## config.mk

```make
export PLATFORM = sky130hd
export DESIGN_NAME = product_accumulator
export DESIGN_NICKNAME = d
export VERILOG_FILES = /design/src/rtl/product_accumulator.sv
export SDC_FILE = /design/constraint.sdc
export NUM_CORES = 1
export LEC_CHECK = 0
export CAP_MARGIN = 25
export CORE_MARGIN = 1
export CORE_UTILIZATION = 54
export DETAILED_ROUTE_END_ITERATION = 10
export HOLD_SLACK_MARGIN = 0.1
export MAX_ROUTING_LAYER = met4
export PLACE_DENSITY = 0.8
export SLEW_MARGIN = 20
export SYNTH_ARGS = -nofsm -noshare
export SYNTH_HDL_FRONTEND = slang
export SYNTH_SLANG_ARGS = --single-unit
```

## constraint.sdc

```tcl
create_clock -name clk -period 3.4 [get_ports clk]
set_input_delay 0.85 -clock clk [delete_from_list [all_inputs] [get_ports clk]]
set_output_delay 0.85 -clock clk [all_outputs]
set_load 0.01 [all_outputs]
```

## src/rtl/product_accumulator.sv

```systemverilog
// Accumulates a stream of unsigned products into a wide running sum and
// presents sum, term count and sticky overflow on a valid/ready result port.
//
// Ports:
//   clk, rst                 rising-edge clock, synchronous active-high reset
//   in_valid/in_ready        input beat handshake
//   in_product, in_last      product to add, final-term marker
//   out_valid/out_ready      result handshake
//   out_sum                  frame sum mod 2**ACC_W
//   out_count                number of terms in the frame (1..MAX_TERMS)
//   out_overflow             sum carried out of the top bit during the frame
module product_accumulator #(
    parameter int PROD_W    = 32,
    parameter int ACC_W     = 40,
    parameter int MAX_TERMS = 256,
    localparam int CNT_W    = $clog2(MAX_TERMS + 1)
) (
    input  logic              clk,
    input  logic              rst,
    input  logic              in_valid,
    output logic              in_ready,
    input  logic [PROD_W-1:0] in_product,
    input  logic              in_last,
    output logic              out_valid,
    input  logic              out_ready,
    output logic [ACC_W-1:0]  out_sum,
    output logic [CNT_W-1:0]  out_count,
    output logic              out_overflow
);

    localparam int SUM_W = ACC_W + 1;

    typedef enum logic {
        ACCUM = 1'b0,
        HOLD  = 1'b1
    } state_e;

    state_e             r_state;
    state_e             w_next_state;

    logic [ACC_W-1:0]   r_acc;
    logic [CNT_W-1:0]   r_cnt;
    logic               r_ovf;

    logic [ACC_W-1:0]   r_out_sum;
    logic [CNT_W-1:0]   r_out_count;
    logic               r_out_ovf;

    logic               w_in_ready;
    logic               w_accept;
    logic               w_term;
    logic [SUM_W-1:0]   w_sum;
    logic               w_carry;
    logic [CNT_W-1:0]   w_cnt_inc;

    always_comb begin
        w_next_state = r_state;
        w_in_ready   = 1'b0;
        w_accept     = 1'b0;
        w_term       = 1'b0;
        // One extra bit on the adder exposes the carry-out for the sticky flag.
        w_sum        = {1'b0, r_acc} + SUM_W'(in_product);
        w_carry      = w_sum[ACC_W];
        w_cnt_inc    = r_cnt + CNT_W'(1);

        unique case (r_state)
            ACCUM: begin
                w_in_ready = !rst;
                w_accept   = in_valid && w_in_ready;
                // Frame closes on in_last or when this beat fills the frame.
                w_term     = w_accept &&
                             (in_last || (w_cnt_inc == CNT_W'(MAX_TERMS)));
                if (w_term) begin
                    w_next_state = HOLD;
                end
            end
            HOLD: begin
                if (out_ready) begin
                    w_next_state = ACCUM;
                end
            end
            default: begin
                w_next_state = ACCUM;
            end
        endcase
    end

    always_ff @(posedge clk) begin
        if (rst) begin
            r_state <= ACCUM;
        end else begin
            r_state <= w_next_state;
        end
    end

    always_ff @(posedge clk) begin
        if (rst) begin
            r_acc       <= '0;
            r_cnt       <= '0;
            r_ovf       <= 1'b0;
            r_out_sum   <= '0;
            r_out_count <= '0;
            r_out_ovf   <= 1'b0;
        end else if (w_accept) begin
            if (w_term) begin
                r_out_sum   <= w_sum[ACC_W-1:0];
                r_out_count <= w_cnt_inc;
                r_out_ovf   <= r_ovf | w_carry;
                r_acc       <= '0;
                r_cnt       <= '0;
                r_ovf       <= 1'b0;
            end else begin
                r_acc <= w_sum[ACC_W-1:0];
                r_cnt <= w_cnt_inc;
                r_ovf <= r_ovf | w_carry;
            end
        end
    end

    assign in_ready     = w_in_ready;
    // A result is pending exactly while the block sits in HOLD.
    assign out_valid    = (r_state == HOLD);
    assign out_sum      = r_out_sum;
    assign out_count    = r_out_count;
    assign out_overflow = r_out_ovf;

endmodule
```

* Yosys cells after proc, flatten, opt, wreduce, memory -nomap -nowiden
Index checks and enable logic that the tools add are counted.
Storage, ports and cells: word-level logic and storage cells 26, output and inout bits 52, register bits after elaboration 101, input port bits 37
Operators by class: add/subtract/negate cells 2, multiplexer cells 9, reductions and logical operators 5, bitwise operators 2, equality and inequality tests 1
Operators with widths (count):
- $add 40x32->41 | 1
- $mux 40 | 1
- $add 9x1->9 const B | 1
- $eq 9x9->1 const B | 1
- $mux 9 | 1
- $mux 1 | 6
- $logic_and 1x1->1 | 2
- $pmux 1 s2 | 1
- $reduce_and 2->1 | 1
- $logic_not 1->1 | 1
- $logic_or 1x1->1 | 1
- $not 1->1 | 1
- $or 1x1->1 | 1

* Depth between registers and ports, before layout
Gate-level depths: netlist (run 1).
word-level depth 6, depth in mapped cells 13, depth with buffers taken out 10

* Worst setup path after synthesis (run 1)
OpenSTA, ideal clock, no wires.
kind in2reg, start in in_product[0], end reg r_out_sum[36], in the netlist out_sum[36], cell stages on the path 11, buffers on the path 1, arrival 3.088 ns, slack 0.238 ns, required time 3.326 ns, path through ha_1 fa_1 a21oi_1 nand4b_4 a2111oi_4 o31ai_4 o31a_1 o21a_1 buf_6 or3_1 a31oi_1
Between the ends: word-level cells in the longest chain between the ends 1
RTL lines:
- from (decl) | RTL line 22 | input logic [PROD_W-1:0] in_product,
- $add 40x32->41 | RTL line 62 | w_sum = {1'b0, r_acc} + SUM_W'(in_product);
- to (signal assigned) | RTL line 106 | r_out_sum <= w_sum[ACC_W-1:0];
- to (decl) | RTL line 45 | logic [ACC_W-1:0] r_out_sum;
Every way passes these cells. A chain may end at the register's enable or synchronous reset.

* Worst setup path in the final report (run 1)
start in in_product[9], end reg r_acc[34]
Between the ends: word-level cells in the longest chain between the ends 2
RTL lines:
- $add 40x32->41 | RTL line 62
- $mux 40 | RTL line 105 | if (w_term) begin
- to (signal assigned) | RTL line 113 | r_acc <= w_sum[ACC_W-1:0];
- to (decl) | RTL line 41 | logic [ACC_W-1:0] r_acc;
Every way passes these cells.

==> results of run 1 <==
## layer usage
layer | track usage, % | part of all wire (%) | vias up | wire (um)
met1 | 33.52 | 42 | 2669 | 6373
met5 | - | 0 | - | 0
met4 | 12.24 | 2.8 | 0 | 422
met3 | 4.135 | 5.5 | 38 | 842
li1 | - | - | 2750 | -
met2 | 50.24 | 50 | 195 | 7684
## sequential cells by signal (all words and copies together) (netlist names)
register / cells
out_sum: 40
out_overflow: 1
r_ovf: 1
r_acc: 40
r_cnt: 9
out_count: 9
out_valid: 1
## power groups by stage
stage | logic, uW | clock network [uW] | registers, uW
floorplan | 357 | 0 | 1310
global placement | 633 | 0 | 1300
detailed placement | 651 | 0 | 1300
CTS | 658 | 888 | 1280
global route | 731 | 938 | 1280
finish | 673 | 883 | 1280
## worst max-delay path by stage
stage,startpoint,end,slack [ns],cells after the start
floorplan,in_product[0],out_sum[36],0.24,11
global placement,in_product[0],out_sum[34],-0.35,11
detailed placement,in_product[0],r_acc[34],-0.42,11
CTS,in_product[0],r_acc[34],0.001,11
global route,in_product[7],r_acc[34],-0.05,11
finish,in_product[9],r_acc[34],0.05,11
## tightest hold or removal path: stages (launching register included)
cell and delay (ns):
dfxtp_1 0.32, nand3_1 0.06, nand2_1 0.05
## what timing repair did
action	4_1_cts	5_1_grt
pin swaps	0	10
gates resized for setup	1	10
endpoints found under the hold margin	0	0
setup buffers	0	1
cloned	0	1
setup endpoints to repair	2	17
## logic make-up after synthesis
| logic type | synth area share (%) |
|---|---|
| XOR/XNOR | 6.208 |
| adder cells (fa/ha/maj) | 7.894 |
| multiplexers | 0.9313 |
| AND/OR/NAND/NOR | 21.18 |
| AO/OA/AOI/OAI | 23.81 |
| buffers and inverters | 4.146 |
| flip-flops | 35.83 |
## per-stage QoR
step / utilization (%) / cells / area (um2) / worst slack (ns) / power, uW
detailed placement: 70.60 / 937 / 7028 / -0.4199 / 1955
global placement: 70.60 / 937 / 7028 / -0.3456 / 1934
finish: 73.54 / 955 / 7321 / 0.05321 / 2834
floorplan: - / 692 / 5643 / 0.2381 / 1670
global route: 73.54 / 955 / 7321 / -0.04760 / 2953
CTS: 72.94 / 953 / 7261 / 0.001229 / 2823
## final cells by class
type                       instances  area [um2]  share of cell area (%)
tap                              133       166.4                   2.273
clock inverter                     6       93.84                   1.282
clock buffer                      10       137.6                   1.880
sequential                       101        2022                   27.62
multi-input combinational        534        3446                   47.07
timing repair buffer             154        1391                   19.01
inverter                          17       63.81                  0.8716
## placed cells by master (no fill, tap or decap), types with 8 or more instances in the layout
cell type        synthesis  layout
buf_4                    0      65
inv_1                   17      17
dfxtp_1                101     101
a21o_1                  14      14
nor3_1                  13      12
o21ai_0                 57      57
clkbuf_8                 0      10
ha_1                    34      31
nor2_1                  47      46
a22o_1                   9       9
nand3_1                 52      52
and3_1                  16      16
o211ai_1                 8       8
clkdlybuf4s50_1          0      87
xnor2_1                 26      26
nand2_1                 80      80
a21oi_1                 54      53
xor2_1                  14      14
==> impl_metrics.json, run 1 <==
{
  "ctsHoldBuffers": 0,
  "cts_max_path_buffers": 2,
  "p_sw_uw": 829.4,
  "drt_wl_total_mm": 15.32,
  "fp.dieArea_um2": 10860,
  "cp-end-kind": "flip-flop",
  "globalplace.congestion": 0.9200,
  "crit_chain": "clkdlybuf4s50_1 > ha_1 > buf_4 > nand4_1 > buf_4 > a2111oi_4 > o31ai_4 > o31a_1 > o21a_4 > or4_1 > o211ai_1",
  "async_flop_share_pct": 0,
  "antenna_cells": 0,
  "powerDensity_nw_per_um2": 387.1,
  "r2r_slack_ns": 0.52,
  "hold_depth": 2,
  "drv_cap": 0,
  "seq_power_share_pct": 45.1,
  "synth_seq_cells": 101,
  "synth_cell_type_count": 64,
  "synth.most_common_cell": "dfxtp_1",
  "grt_use_total_pct": 29.00,
  "slew_headroom_pct": 57.48,
  "cts_tree": "done",
  "core_area_um2": 9955,
  "cpMostUsedCell": "buf_4",
  "grt_remaining_overflow": 0,
  "critical_path_buf_inv_count": 3,
  "critPathTopFamily": "compound AO/OA/AOI/OAI gates",
  "dp_hpwl_mm": 10.99,
  "holdPathEnd": "out_sum[22]",
  "synth_edf_count": 0,
  "antenna_found_initial": 0,
  "setup_viol": 0,
  "grt_start_max_net_pins": 52,
  "grt_pass1_wl_mm": 25.07,
  "p_leak_uw": 0.003042,
  "crit_type": "in2reg",
  "die_w_um": 104.2,
  "port_buffers": 88,
  "worst_slew_pin_slew_ns": 0.6296,
  "vias": 5652,
  "slowest_delay_ns": 0.47,
  "hold_class": "reg2reg",
  "clk_latency_ns": 0.38,
  "drt.antenna.violating_nets": 0,
  "area_growth_pct": 29.73,
  "cts.sinks": 101,
  "vdd_ir_drop_max_v": 0.0002148,
  "syn-num-nets": 764,
  "fin_crit_sh_pct": 98.43,
  "timing.rr.end": "out_sum[19]",
  "worstRegToRegCells": 10,
  "finalNetCount": 889,
  "avgViaCountPerCell": 5.918,
  "cts_buffers": 9,
  "synthCells": 692,
  "clock.fmax_mhz": 298.8,
  "synth_ff_type": "dfxtp_1",
  "synth_commonest_cells": "101 x dfxtp_1, 80 x nand2_1, 57 x o21ai_0, 54 x a21oi_1, 52 x nand3_1",
  "hold_slack_ns": 0.4598,
  "ioPinCount": 89,
  "synth_seq_area_share_pct": 35.83,
  "yosys.area.top_type_share_pct": 35.83,
  "yosys_warnings": 0,
  "start_util_pct": 56.69,
  "fill_cells": 754,
  "worstPathRequired_ns": 3.71,
  "yosys-top-cells-area": "dfxtp_1 36%, ha_1 7.5%, nand2_1 5.3%",
  "rsz0062_at_grt": "yes",
  "post_route_cells_drive_above_1_share_pct": 13.50,
  "synth_area_leader_cell": "dfxtp_1",
  "critPathLaunchType": "primary input",
  "comb_power_share_pct": 23.7,
  "switching_share_pct": 29.27,
  "skew_ns": 0.01412,
  "rows": 36,
  "worst_ep_arrival_time_ns": 3.66,
  "clk_pin_slew_ns": 0.10,
  "drtIter0Drc": 259,
  "avgSynthCellArea_um2": 8.154,
  "p_int_uw": 2004,
  "hold_viol": 0,
  "h-tree-depth": 3,
  "die_h_um": 104.2,
  "r2r_start": "r_cnt[0]",
  "min_from": "out_sum[22]",
  "grt_pass1_vias": 5471,
  "drc": 0,
  "p_clk_share_pct": 31.2,
  "status": "finished clean",
  "avgRoutedWirePerCell_um": 16.05,
  "cts-root-buf": "clkbuf_8",
  "synth_area_um2": 5643,
  "cp_slowest_cell": "or4_1",
  "critPathMaxFanout": 5,
  "finalSetupTns_ns": 0,
  "first_pass_iters": 6,
  "layout_min_cycle_time_ns": 3.347,
  "slew_violations": 0
}
Power figures use the tool's default switching activity.
==> inputs of run 2 (changes only) <==
SKIP_LAST_GASP = 1   (was not set)
==> run 2 against run 1 <==
Compared with the run above: combinational power is essentially flat; utilization unchanged; cell area stayed put; global-route usage unchanged; via count is essentially flat; first-iteration DRC count shrank 1.2%; clock skew is 0.0017 ns lower; final cell count stayed put; critical path type unchanged.
==> impl_metrics.json, run 2 (synthesis gave the netlist of run 1 again) <==
{
  "antenna_cells": 0,
  "clock.fmax_mhz": 298.9,
  "start_util_pct": 56.69,
  "drc": 0,
  "slew_violations": 0,
  "crit_cells": 11,
  "worstPathRequired_ns": 3.72,
  "crit_type": "in2reg",
  "core_area_um2": 9955,
  "setup.worst_path.start": "in_product[9]",
  "clk_pin_slew_ns": 0.10,
  "worst_slew_pin_slew_ns": 0.6296,
  "area_growth_pct": 29.73,
  "r2r_start": "r_cnt[0]",
  "port_buffers": 88,
  "drtIter0Drc": 256,
  "die_h_um": 104.2,
  "vias": 5649,
  "dp_hpwl_mm": 10.99,
  "status": "finished clean",
  "multi_input_area_um2": 3446,
  "slew_headroom_pct": 57.48,
  "globalplace.congestion": 0.9200,
  "final_cell_mix": "101 x dfxtp_1, 87 x clkdlybuf4s50_1, 80 x nand2_1, 65 x buf_4, 57 x o21ai_0",
  "ioPinCount": 89,
  "grt_pass1_wl_mm": 25.07,
  "avgViaCountPerCell": 5.915,
  "hold_slack_ns": 0.4598,
  "finalNetCount": 889,
  "grt_start_max_net_pins": 52,
  "finalSetupTns_ns": 0,
  "fp.dieArea_um2": 10860,
  "cts-root-buf": "clkbuf_8",
  "clk_latency_ns": 0.39,
  "powerDensity_nw_per_um2": 387.2,
  "drv_cap": 0,
  "ctsHoldBuffers": 0,
  "cts_tree": "done",
  "worst_ep_arrival_time_ns": 3.66,
  "critical_path_buf_inv_count": 3,
  "layout_commonest_cell": "dfxtp_1",
  "slowest_delay_ns": 0.47,
  "setup_viol": 0,
  "pre_cts_ws_ns": -0.4199,
  "skew_ns": 0.01238,
  "layout_min_cycle_time_ns": 3.345,
  "hold_viol": 0,
  "rows": 36,
  "critPathMaxFanout": 5,
  "die_w_um": 104.2,
  "r2r_slack_ns": 0.49,
  "h-tree-depth": 3,
  "cp_slowest_cell": "or4_1",
  "post_route_cells_drive_above_1_share_pct": 13.50,
  "cpMostUsedCell": "buf_4",
  "first_pass_iters": 5,
  "drt.antenna.violating_nets": 0,
  "hold_class": "reg2reg",
  "grt_use_total_pct": 29.00,
  "p_leak_uw": 0.003042,
  "cts_buffers": 9,
  "post-route-util_pct": 73.54,
  "setup_slack_ns": 0.05480,
  "seqCellArea_um2": 2022,
  "crit_chain": "clkdlybuf4s50_1 > ha_1 > buf_4 > nand4_1 > buf_4 > a2111oi_4 > o31ai_4 > o31a_1 > o21a_4 > or4_1 > o211ai_1",
  "antenna_found_initial": 0,
  "crit_end": "r_acc[34]",
  "critPathLaunchType": "primary input",
  "vdd_ir_drop_max_v": 0.0002148,
  "rsz0062_at_grt": "yes",
  "fill_cells": 754,
  "grt_remaining_overflow": 0,
  "worstRegToRegCells": 10,
  "drt_wl_total_mm": 15.33,
  "cts_max_path_buffers": 2,
  "critPathTopFamily": "compound AO/OA/AOI/OAI gates",
  "cts.sinks": 101,
  "grt_pass1_vias": 5471,
  "avgRoutedWirePerCell_um": 16.05,
  "timing.rr.end": "out_sum[19]",
  "cp-end-kind": "flip-flop",
  "fin_crit_sh_pct": 98.39,
  "hold_depth": 2
}
run 2: cell counts in the layout (fill, tap and decap cells not counted):
No cell type changed its count.
run 2: repair_timing:
item | 4_1_cts | 5_1_grt
endpoints found under the setup margin | 2 | 17
gates cloned | 0 | 1
resized for setup | 1 | 10
pin swaps | 0 | 9
setup buffers | 0 | 1
run 2: through the flow:
| stage | total power, uW | area [um2] | std cells |
|---|---|---|---|
| 6_report | 2835 | 7321 | 955 |
| 4_1_cts | 2823 | 7261 | 953 |
| 3_5_place_dp | 1955 | 7028 | 937 |
| 2_1_floorplan | 1670 | 5643 | 692 |
| 3_3_place_gp | 1934 | 7028 | 937 |
| 5_1_grt | 2953 | 7321 | 955 |
run 2: routing by layer:
metal	vias up	GRT usage (%)	share of wire, %
met5	-	-	0
met4	0	12.24	2.9
met3	43	4.135	5.5
met2	200	50.24	50
met1	2657	33.52	42
li1	2749	-	-
run 2: worst min-delay path by stage:
| stage | end | from |
|---|---|---|
| finish | out_sum[22] | out_sum[22] |
| global route | out_sum[21] | out_sum[21] |
| CTS | out_sum[21] | out_sum[21] |
| detailed placement | out_sum[21] | out_sum[21] |
| global placement | r_acc[5] | r_acc[5] |
| floorplan | r_acc[25] | r_acc[25] |
run 2: tightest hold or removal path, delay by kind of cell (launching register included):
kind / cells / cell delay, ns
flops: 1 / 0.32
simple gates: 2 / 0.11
run 2: layout make-up:
class	instances	area share, %
Sequential cell	101	27.62
Inverter	17	0.8716
Tap cell	133	2.273
Clock inverter	6	1.282
Clock buffer	10	1.880
Timing Repair Buffer	154	19.01
Multi-Input combinational cell	534	47.07
run 2: report_power, final:
part           internal (uW)  switching [uW]  leakage, uW
sequential              1240            36.5     0.000822
combinational            323             351      0.00211
clock                    440             443     0.000113
total                   2000             831      0.00304
